===== src/rtl/adc_multi_decimator.sv =====
// adc_multi_decimator
//   N-channel ADC decimator placed between the ADC capture front end and the
//   acquisition buffer. It collects N = max(PRESCALER_VALUE,1) accepted samples
//   per window. For each channel it emits the last sample, the window max, the
//   window min or the window sum, selected by MODE. The result is held on a
//   valid/ready output.
//
//   Ports
//     SYS_CLK          in   rising-edge clock
//     RESET            in   synchronous, active-high reset
//     ENABLE           in   0 aborts the current window and holds the block idle
//     IN_VALID         in   DATA_IN accepted this cycle (no input backpressure)
//     DATA_IN          in   packed samples, ch0 in [DATA_W-1:0]
//     PRESCALER_VALUE  in   decimation ratio, 0 treated as 1
//     MODE             in   0=SAMPLE 1=MAX 2=MIN 3=SUM
//     DATA_OUT         out  packed results, ch0 in [ACC_W-1:0]
//     DATA_VALID       out  DATA_OUT holds an unconsumed result
//     DATA_READY       in   downstream accepts DATA_OUT
//     OVERRUN          out  sticky flag, an unconsumed result was overwritten
//     CLR_OVERRUN      in   clears OVERRUN (an overwrite on the same edge wins)
//     OVERRUN_CNT      out  saturating overwrite counter, present only when
//                           ADC_DECIM_OVERRUN_CNT_EN is defined
module adc_multi_decimator #(
  parameter int NUM_CH  = 2,
  parameter int DATA_W  = 14,
  parameter int RATIO_W = 7
) (
  input  logic                               SYS_CLK,
  input  logic                               RESET,
  input  logic                               ENABLE,
  input  logic                               IN_VALID,
  input  logic [NUM_CH*DATA_W-1:0]           DATA_IN,
  input  logic [RATIO_W-1:0]                 PRESCALER_VALUE,
  input  logic [1:0]                         MODE,
  output logic [NUM_CH*(DATA_W+RATIO_W)-1:0] DATA_OUT,
  output logic                               DATA_VALID,
  input  logic                               DATA_READY,
  output logic                               OVERRUN,
  input  logic                               CLR_OVERRUN
`ifdef ADC_DECIM_OVERRUN_CNT_EN
  ,
  output logic [15:0]                        OVERRUN_CNT
`endif
);

  localparam int ACC_W = DATA_W + RATIO_W;
  localparam logic [RATIO_W-1:0] ONE = {{(RATIO_W-1){1'b0}}, 1'b1};

  localparam logic [0:0] IDLE    = 1'b0;
  localparam logic [0:0] COLLECT = 1'b1;

  localparam logic [1:0] M_SAMPLE = 2'd0;
  localparam logic [1:0] M_MAX    = 2'd1;
  localparam logic [1:0] M_MIN    = 2'd2;

  logic [0:0]              state;
  logic [RATIO_W-1:0]      cnt;
  logic [RATIO_W-1:0]      n_lat;
  logic [RATIO_W-1:0]      n_in;
  logic [RATIO_W-1:0]      n_eff;
  logic [1:0]              mode_lat;
  logic [1:0]              mode_eff;
  logic [NUM_CH*ACC_W-1:0] acc;
  logic [NUM_CH*ACC_W-1:0] acc_next;
  logic [ACC_W-1:0]        smp;
  logic [ACC_W-1:0]        cur;
  logic [ACC_W-1:0]        nxt;
  logic                    accept;
  logic                    last;
  logic                    overwrite;

  // The first sample of a window uses the live ratio/mode; later samples use
  // the copies latched at that first sample.
  always_comb begin
    n_in      = (PRESCALER_VALUE == '0) ? ONE : PRESCALER_VALUE;
    n_eff     = (cnt == '0) ? n_in : n_lat;
    mode_eff  = (cnt == '0) ? MODE : mode_lat;
    accept    = (state == COLLECT) && ENABLE && IN_VALID;
    last      = accept && (cnt == (n_eff - ONE));
    overwrite = last && DATA_VALID && !DATA_READY;
    acc_next  = '0;
    smp       = '0;
    cur       = '0;
    nxt       = '0;
    for (int unsigned c = 0; c < NUM_CH; c++) begin
      smp = {{RATIO_W{1'b0}}, DATA_IN[c*DATA_W +: DATA_W]};
      cur = acc[c*ACC_W +: ACC_W];
      if (cnt == '0) begin
        nxt = smp;
      end else begin
        case (mode_eff)
          M_SAMPLE: nxt = smp;
          M_MAX:    nxt = (smp > cur) ? smp : cur;
          M_MIN:    nxt = (smp < cur) ? smp : cur;
          default:  nxt = cur + smp;
        endcase
      end
      acc_next[c*ACC_W +: ACC_W] = nxt;
    end
  end

  always_ff @(posedge SYS_CLK) begin
    if (RESET) begin
      state      <= IDLE;
      cnt        <= '0;
      n_lat      <= '0;
      mode_lat   <= '0;
      acc        <= '0;
      DATA_OUT   <= '0;
      DATA_VALID <= 1'b0;
      OVERRUN    <= 1'b0;
    end else begin
      case (state)
        IDLE:    if (ENABLE) state <= COLLECT;
        default: if (!ENABLE) state <= IDLE;
      endcase

      if (!ENABLE) begin
        cnt <= '0;
        acc <= '0;
      end else if (accept) begin
        if (cnt == '0) begin
          n_lat    <= n_in;
          mode_lat <= MODE;
        end
        if (last) begin
          cnt      <= '0;
          acc      <= '0;
          DATA_OUT <= acc_next;
        end else begin
          cnt <= cnt + ONE;
          acc <= acc_next;
        end
      end

      if (last)
        DATA_VALID <= 1'b1;
      else if (DATA_VALID && DATA_READY)
        DATA_VALID <= 1'b0;

      if (overwrite)
        OVERRUN <= 1'b1;
      else if (CLR_OVERRUN)
        OVERRUN <= 1'b0;
    end
  end

`ifdef ADC_DECIM_OVERRUN_CNT_EN
  always_ff @(posedge SYS_CLK) begin
    if (RESET || CLR_OVERRUN)
      OVERRUN_CNT <= '0;
    else if (overwrite && (OVERRUN_CNT != '1))
      OVERRUN_CNT <= OVERRUN_CNT + 16'd1;
  end
`endif

endmodule


===== config.mk =====
export PLATFORM = sky130hd
export DESIGN_NAME = adc_multi_decimator
export DESIGN_NICKNAME = d
export VERILOG_FILES = /design/src/rtl/adc_multi_decimator.sv
export SDC_FILE = /design/constraint.sdc
export NUM_CORES = 1
export LEC_CHECK = 0
export ABC_AREA = 1
export CAP_MARGIN = 20
export CORE_MARGIN = 5
export CORE_UTILIZATION = 40
export CTS_BUF_LIST = sky130_fd_sc_hd__clkbuf_2
export DETAILED_ROUTE_END_ITERATION = 8
export RECOVER_POWER = 50
export SETUP_SLACK_MARGIN = 0.15
export SYNTH_ARGS = -nofsm -noshare
export SYNTH_HDL_FRONTEND = slang
export SYNTH_SLANG_ARGS = --single-unit
export TNS_END_PERCENT = 5

===== constraint.sdc =====
create_clock -name SYS_CLK -period 2.5 [get_ports SYS_CLK]
set_input_delay 0.5 -clock SYS_CLK [delete_from_list [all_inputs] [get_ports SYS_CLK]]
set_output_delay 0.5 -clock SYS_CLK [all_outputs]
set_load 0.02 [all_outputs]

==> summary.md, run 1 <==
| Metric | Value |
|---|---|
| Status | finished, violations left |
| Failing checks | setup timing |
| Die Ht | 156.0 um |
| Crit path max-delay family | simple AND/OR/NAND/NOR gates |
| Primary FF master, synth | dfxtp_1 |
| Hold Path Origin | DATA_READY |
| Synth async-reset ratio | 0 |
| Worst-Margin Slew | 0.6212 ns |
| Number of synthesized flops with an enable pin | 0 |
| Ports | 87 |
| Mapped cell area | 0.008527 mm2 |
| Tot Pwr | 3.561 mW |
| P&R area growth vs syn | 36.54% |
| DR iter-0 viols | 487 |
| Critical Path Start Type | register |
| Via density | 4.894 |
| Pin count of the biggest net entering global routing | 52 |
| Total grt overflow | 0 |
| Yosys cell types | 43 |
| Drt total wl | 27.92 mm |
| Max-Cap Viols | 0 |
| RSZ-0062 raised after global routing | yes |
| Yosys warning count | 0 |
| Clk_lat worst skew | 0.67 ns |
| Finished Layout Cells | 1965 |
| Nets | 1788 |
| Detail-routed net length per standard cell | 14.21 um |
| Filler Cells Inserted | 2099 |
| Register bit total from synthesis | 103 |
| Post-detailed-route count of antenna-violating nets | 0 |
| Final-report hold violation count | 0 |
| Inserted Clock Buffers | 9 |
| Syn Area/Cell | 6.009 um2 |
| Setup TNS | -5.265 ns |
| Most common cell on crit path | inv_2 |
| Antenna violations before repair | 1 |
| First-pass GRT wire length | 44.77 mm |
| FF-to-FF setup slack | -0.18 ns |
| FP Rows | 53 |
| CTS tree | built |
| PD cells | 305.9 mW/mm2 |
| Maximum level of the CTS H-tree | 3 |
| Slowest Stage Delay on Critical Path | 0.39 ns |
| Final setup viols | 56 |
| Initial core utilization | 0.4056 |
| Final period utilization | 1.073 |
| Crit Path Max Fanout | 8 |
| Core ar. | 0.02102 mm2 |
| Leak | 5.737 nW |
| Post-synthesis sequential area ratio | 0.2418 |
| Routability cong. | 0.8937 |
| Hold depth | 4 |
| Hold endpoint | DATA_VALID |
| Reg-to-reg startpoint | cnt[1] |
| Number of global-route vias before repair | 9137 |
| Layout Skew | 0.04139 ns |
| Reg2reg path depth | 22 |
| Buffers on Ports | 86 |
| Placed insts | 1936 |
| Tmin final | 2.683 ns |
| Worst slack at placement | -0.5635 ns |
| Slew Limit Fails | 0 |
| Root buffer cell | clkbuf_2 |
| Worst hold-check path type | primary input to register |
| Drt pass-1 iters | 5 |
| Peak supply drop | 0.1991 mV |
| Worst slew margin | 0.5859 |
| Mapped Nets | 1523 |
| Slowest CP cell | dfxtp_2 |
| HPWL after DPL | 20.77 mm |
| Achievable clock frequency | 372.7 MHz |
| Die W | 156.0 um |
| CP Class | register to register |
| Cts hold-fix bufs | 0 |
| CP required | 3.14 ns |
| Worst setup margin | -0.1834 ns |
| CTS max path bufs | 2 |
| Die ar. | 0.02434 mm2 |
| Cells along the critical path | inv_2 > ha_4 > inv_2 > nor2_4 > nand3_4 > inv_2 > nand2_2 > nand2_2 > inv_2 > ha_4 > xnor2_1 > nor2_1 > nand3_1 > nor2_2 > nand4_1 > nor2_4 > buf_12 > buf_12 > nor2_1 > nor2_1 > o21ai_1 > inv_1 |
| Clock Sink Count | 103 |
| Post-route DRC violation count | 0 |
| Final core utilization | 0.5538 |
| Capturing point of the worst reg2reg path | DATA_OUT[12] |
| CP endpoint kind | register |
| Cell count after synthesis | 1419 |
| CP bufs+invs | 7 |
| Data arrival, critical path | 3.32 ns |
| Layout cells sized above 1 | 0.1989 |
| Vias | 9617 |
| GRT Total Usage | 0.2247 |
| Clock transition at path regs | 0.34 ns |
cell usage in the layout, fill, tap and decap left out, drive strengths merged, types with 5 or more instances in the layout:
cell type | Yosys | final
nand4 | 40 | 40
clkdlybuf4s50 | 0 | 86
o21ai | 96 | 96
or2 | 8 | 8
xor2 | 14 | 14
o211ai | 7 | 7
buf | 24 | 217
ha | 59 | 59
nand2 | 415 | 415
a21oi | 107 | 107
inv | 207 | 211
nand3 | 92 | 92
xnor2 | 5 | 5
clkbuf | 29 | 12
nor3 | 17 | 17
nor2 | 176 | 176
dfxtp | 103 | 103
registers in the layout, summed over array words and instances (netlist names):
register / flops
n_lat: 7
acc: 42
cnt: 7
state: 1
DATA_VALID: 1
OVERRUN: 1
mode_lat: 2
DATA_OUT: 42
worst register-to-register path, delay by kind of cell (launching register included):
| family | cells | cell delay [ns] |
|---|---|---|
| compound gates | 1 | 0.08 |
| flops | 1 | 0.39 |
| simple gates | 11 | 1.17 |
| fa+ha+maj | 2 | 0.34 |
| xor+xnor | 1 | 0.12 |
| buf+inv | 7 | 0.59 |
kinds of logic (layout without fill, tap and decap cells):
| group | count (synthesis) | count (layout) | synth area share |
|---|---|---|---|
| buffers and inverters | 262 | 532 | 0.1259 |
| DFF | 103 | 103 | 0.2418 |
| adders and majority gates | 61 | 61 | 0.09127 |
| AOI/OAI and AO/OA | 220 | 220 | 0.1438 |
| other | 0 | 1 | 0 |
| xor gates and xnor gates | 19 | 19 | 0.01952 |
| and+or+nand+nor | 754 | 754 | 0.3777 |
final cells by class:
type,count,area (um2),area share
Sequential cell,103,2069,0.1778
Clock inverter,7,100.1,0.008598
Inverter,209,813.3,0.06986
Timing Repair Buffer,306,2710,0.2328
Tap cell,275,344.1,0.02955
Timing Repair inverter,1,11.26,0.0009672
Multi-Input combinational cell,1054,5547,0.4764
Antenna cell,1,2.502,0.0002149
Clock buffer,9,45.04,0.003869
metal layers:
metal | global-route usage | vias up | wire length (um)
met5 | 0 | - | 0
met4 | 0.07878 | 0 | 867
met3 | 0.02497 | 47 | 974
met2 | 0.4094 | 194 | 13990
met1 | 0.2728 | 4335 | 12090
li1 | - | 5041 | -
Yosys cell counts (4+ instances only):
master	number	share of area
a21oi_1	97	0.057
a21oi_2	10	0.010
buf_2	9	0.0053
buf_4	8	0.0070
clkbuf_1	29	0.013
dfxtp_1	103	0.24
ha_1	59	0.087
inv_1	203	0.089
inv_4	4	0.0029
nand2_1	398	0.18
nand2_2	11	0.0081
nand2_4	6	0.0079
nand3_1	91	0.053
nand4_1	40	0.029
nor2_1	172	0.076
nor3_1	15	0.0088
o211ai_1	7	0.0062
o21ai_0	67	0.039
o21ai_1	23	0.013
or2_2	8	0.0059
xnor2_1	5	0.0051
xor2_1	14	0.014
power breakdown:
group | switching (mW) | leakage, nW | internal, mW
clock | 0.658 | 0.0825 | 0.343
sequential | 0.00680 | 0.834 | 1.66
combinational | 0.483 | 4.82 | 0.408
total | 1.15 | 5.74 | 2.41
metrics by stage:
step                hold WS [ns]  cell area, um2
global placement          0.4527           11180
finish                    0.4224           11640
detailed placement        0.4588           11180
floorplan                 0.4586            8600
global route              0.3967           11640
CTS                       0.3735           11450
what timing repair did:
action                                 in CTS  in global routing
setup endpoints to repair                  93                 93
pin swaps                                   4                  8
endpoints found under the hold margin       0                  0
cloned                                      1                  3
setup buffers                               5                  3
gates resized for setup                    24                 40
worst max path at each step:
stage               slack, ns  depth (start not counted)         from            to
global route            -0.34                         22       cnt[1]  DATA_OUT[12]
floorplan              -0.008                         22       cnt[0]        acc[5]
CTS                     -0.11                         21       cnt[1]  DATA_OUT[12]
global placement        -0.49                         17   DATA_IN[6]  DATA_OUT[13]
detailed placement      -0.56                         19  DATA_IN[14]       acc[31]
finish                  -0.18                         22       cnt[1]  DATA_OUT[12]
No activity file was read; power rests on OpenSTA's default activity.
==> inputs of run 2 (changes only) <==
- CAP_MARGIN: 20 -> unset
- CELL_PAD_IN_SITES_DETAIL_PLACEMENT: unset -> 0
- CELL_PAD_IN_SITES_GLOBAL_PLACEMENT: unset -> 1
- CORE_UTILIZATION: 40 -> 37
- PLACE_DENSITY_LB_ADDON: unset -> 0.1
- SKIP_CTS_REPAIR_TIMING: unset -> 1
==> run 2 against run 1 <==
  * Worst hold slack got worse by 0.0087 ns
  * Fmax decreased by 3.9%
  * Combinational power increased by 2.4%
  * Highest routed layer unchanged
  * The run still ends with setup timing left
  * Power increased by 1.9%
  * Count of clock-buffer cells in the layout unchanged
  * Routed wire length increased by 8.2%
  * Sequential cell count unchanged
  * Non-clock buffer count increased by 20
==> summary.md, run 2 (synthesized netlist as in run 1, its figures left out) <==
| Metric | Value |
|---|---|
| Inserted Clock Buffers | 9 |
| Ports | 87 |
| Pin count of the biggest net entering global routing | 47 |
| CTS max path bufs | 2 |
| Drt total wl | 30.21 mm |
| Layout cells sized above 1 | 0.2084 |
| Core ar. | 0.02264 mm2 |
| PD cells | 306.4 mW/mm2 |
| Die ar. | 0.02618 mm2 |
| Total grt overflow | 0 |
| Hold WS | 0.4137 ns |
| Routability cong. | 0.8926 |
| Final period utilization | 1.117 |
| Root buffer cell | clkbuf_2 |
| CP endpoint kind | register |
| Final-report hold violation count | 0 |
| Antenna violations before repair | 1 |
| Detail-routed net length per standard cell | 15.15 um |
| Initial core utilization | 0.3766 |
| Largest registers | DATA_OUT (42), acc (42) |
| CP required | 3.13 ns |
| Post-detailed-route count of antenna-violating nets | 0 |
| CP Class | register to register |
| FP Rows | 55 |
| Clk_lat worst skew | 0.69 ns |
| Reg-to-reg startpoint | cnt[1] |
| First-pass GRT wire length | 47.36 mm |
| Most common cell after layout, fill and taps aside | nand2_1 |
| Post-route DRC violation count | 0 |
| Leak | 5.997 nW |
| Commonest non-fill, non-tap cells in the layout | 381 x nand2_1, 217 x buf_4, 198 x inv_1 |
| Tmin final | 2.793 ns |
| Worst slew margin | 0.5973 |
| DP Area | 0.01141 mm2 |
| Via density | 4.880 |
| DR iter-0 viols | 436 |
| Slew Limit Fails | 0 |
| Die Ht | 161.8 um |
| Hold Path Origin | CLR_OVERRUN |
| Data arrival, critical path | 3.42 ns |
| Worst hold-check path type | primary input to register |
| Filler Cells Inserted | 2365 |
| Buffers on Ports | 86 |
| P&R area growth vs syn | 38.93% |
| Clock Sink Count | 103 |
| Layout Skew | 0.05169 ns |
| Worst-Margin Slew | 0.6040 ns |
| Failing checks | setup timing |
| Peak supply drop | 0.1943 mV |
| Vias | 9730 |
| CTS tree | built |
| Drt pass-1 iters | 5 |
| GRT Total Usage | 0.2216 |
| Status | finished, violations left |
| Achievable clock frequency | 358.0 MHz |
| RSZ-0062 raised after global routing | yes |
| Worst setup margin | -0.2931 ns |
| Critical Path Start Type | register |
| Maximum level of the CTS H-tree | 3 |
| Worst Setup SP | cnt[1] |
| Final setup viols | 79 |
| Clock transition at path regs | 0.32 ns |
| Max-Cap Viols | 0 |
| Final Cell Area | 0.01185 mm2 |
| Crit Path Max Fanout | 9 |
| Nets | 1807 |
| Number of global-route vias before repair | 9471 |
| HPWL after DPL | 22.71 mm |
| Die W | 161.8 um |
## run 2: cell count changes in the layout (fill, tap and decap cells not counted), moves of 2 or more
cell,before,now
buf_6,2,5
dfxtp_1,97,92
buf_4,204,217
clkinv_4,0,2
o21ai_0,45,54
clkdlybuf4s50_1,86,78
a21oi_1,93,95
buf_12,11,14
dlymetal6s2s_1,0,8
a21oi_2,14,12
dfxtp_2,6,11
o21ai_1,43,33
## run 2: final timing paths
kind,end,slack [ns],cells after the start
worst min-delay path,OVERRUN,0.41,4
worst max-delay path,DATA_OUT[20],-0.29,17
worst max register to register,DATA_OUT[20],-0.29,17
worst min register to register,OVERRUN,0.48,2
## run 2: power by group
group	internal [mW]	switching [mW]	leakage, nW
Combinational	0.425	0.488	5.07
Clock	0.361	0.688	0.0929
Sequential	1.66	0.00600	0.836
## run 2: metal layers
metal | part of all wire | global-route usage
met1 | 0.43 | 0.2597
met2 | 0.51 | 0.4170
met3 | 0.030 | 0.02842
met4 | 0.032 | 0.07036
met5 | 0 | 0
## run 2: final cells by class
cell class | count | area (um2) | area share
clock buffers | 9 | 45.04 | 0.003802
repair buffers | 326 | 2915 | 0.2461
clock inverters | 7 | 116.4 | 0.009823
diodes | 1 | 2.502 | 0.0002112
inverters | 209 | 802.0 | 0.06770
flip-flops and latches | 103 | 2076 | 0.1752
multi-input cells | 1054 | 5533 | 0.4670
well taps | 285 | 356.6 | 0.03010
## run 2: stage by stage
step | instances | power, mW | setup slack [ns] | setup TNS [ns] | utilization
2_1_floorplan | 1419 | 2.141 | -0.007999 | -0.01854 | -
3_3_place_gp | 1967 | 2.590 | -0.6287 | -39.21 | 0.5038
3_5_place_dp | 1967 | 2.593 | -0.6470 | -40.75 | 0.5038
4_1_cts | 1983 | 3.663 | -0.5035 | -22.47 | 0.5110
5_1_grt | 1994 | 3.839 | -0.4210 | -25.28 | 0.5232
6_report | 1994 | 3.629 | -0.2931 | -11.64 | 0.5232
## run 2: critical path: stages, from the launching register on
cell	delay, ns
dfxtp_2	0.40
inv_2	0.07
ha_4	0.12
inv_2	0.04
nor2_4	0.09
nand3_4	0.13
o21ai_4	0.24
ha_4	0.24
xnor2_1	0.12
nor2_1	0.11
nand3_1	0.10
nor2_2	0.11
nand4_1	0.15
nor2_4	0.26
buf_6	0.18
buf_6	0.18
o21ai_0	0.09
nor2_1	0.11
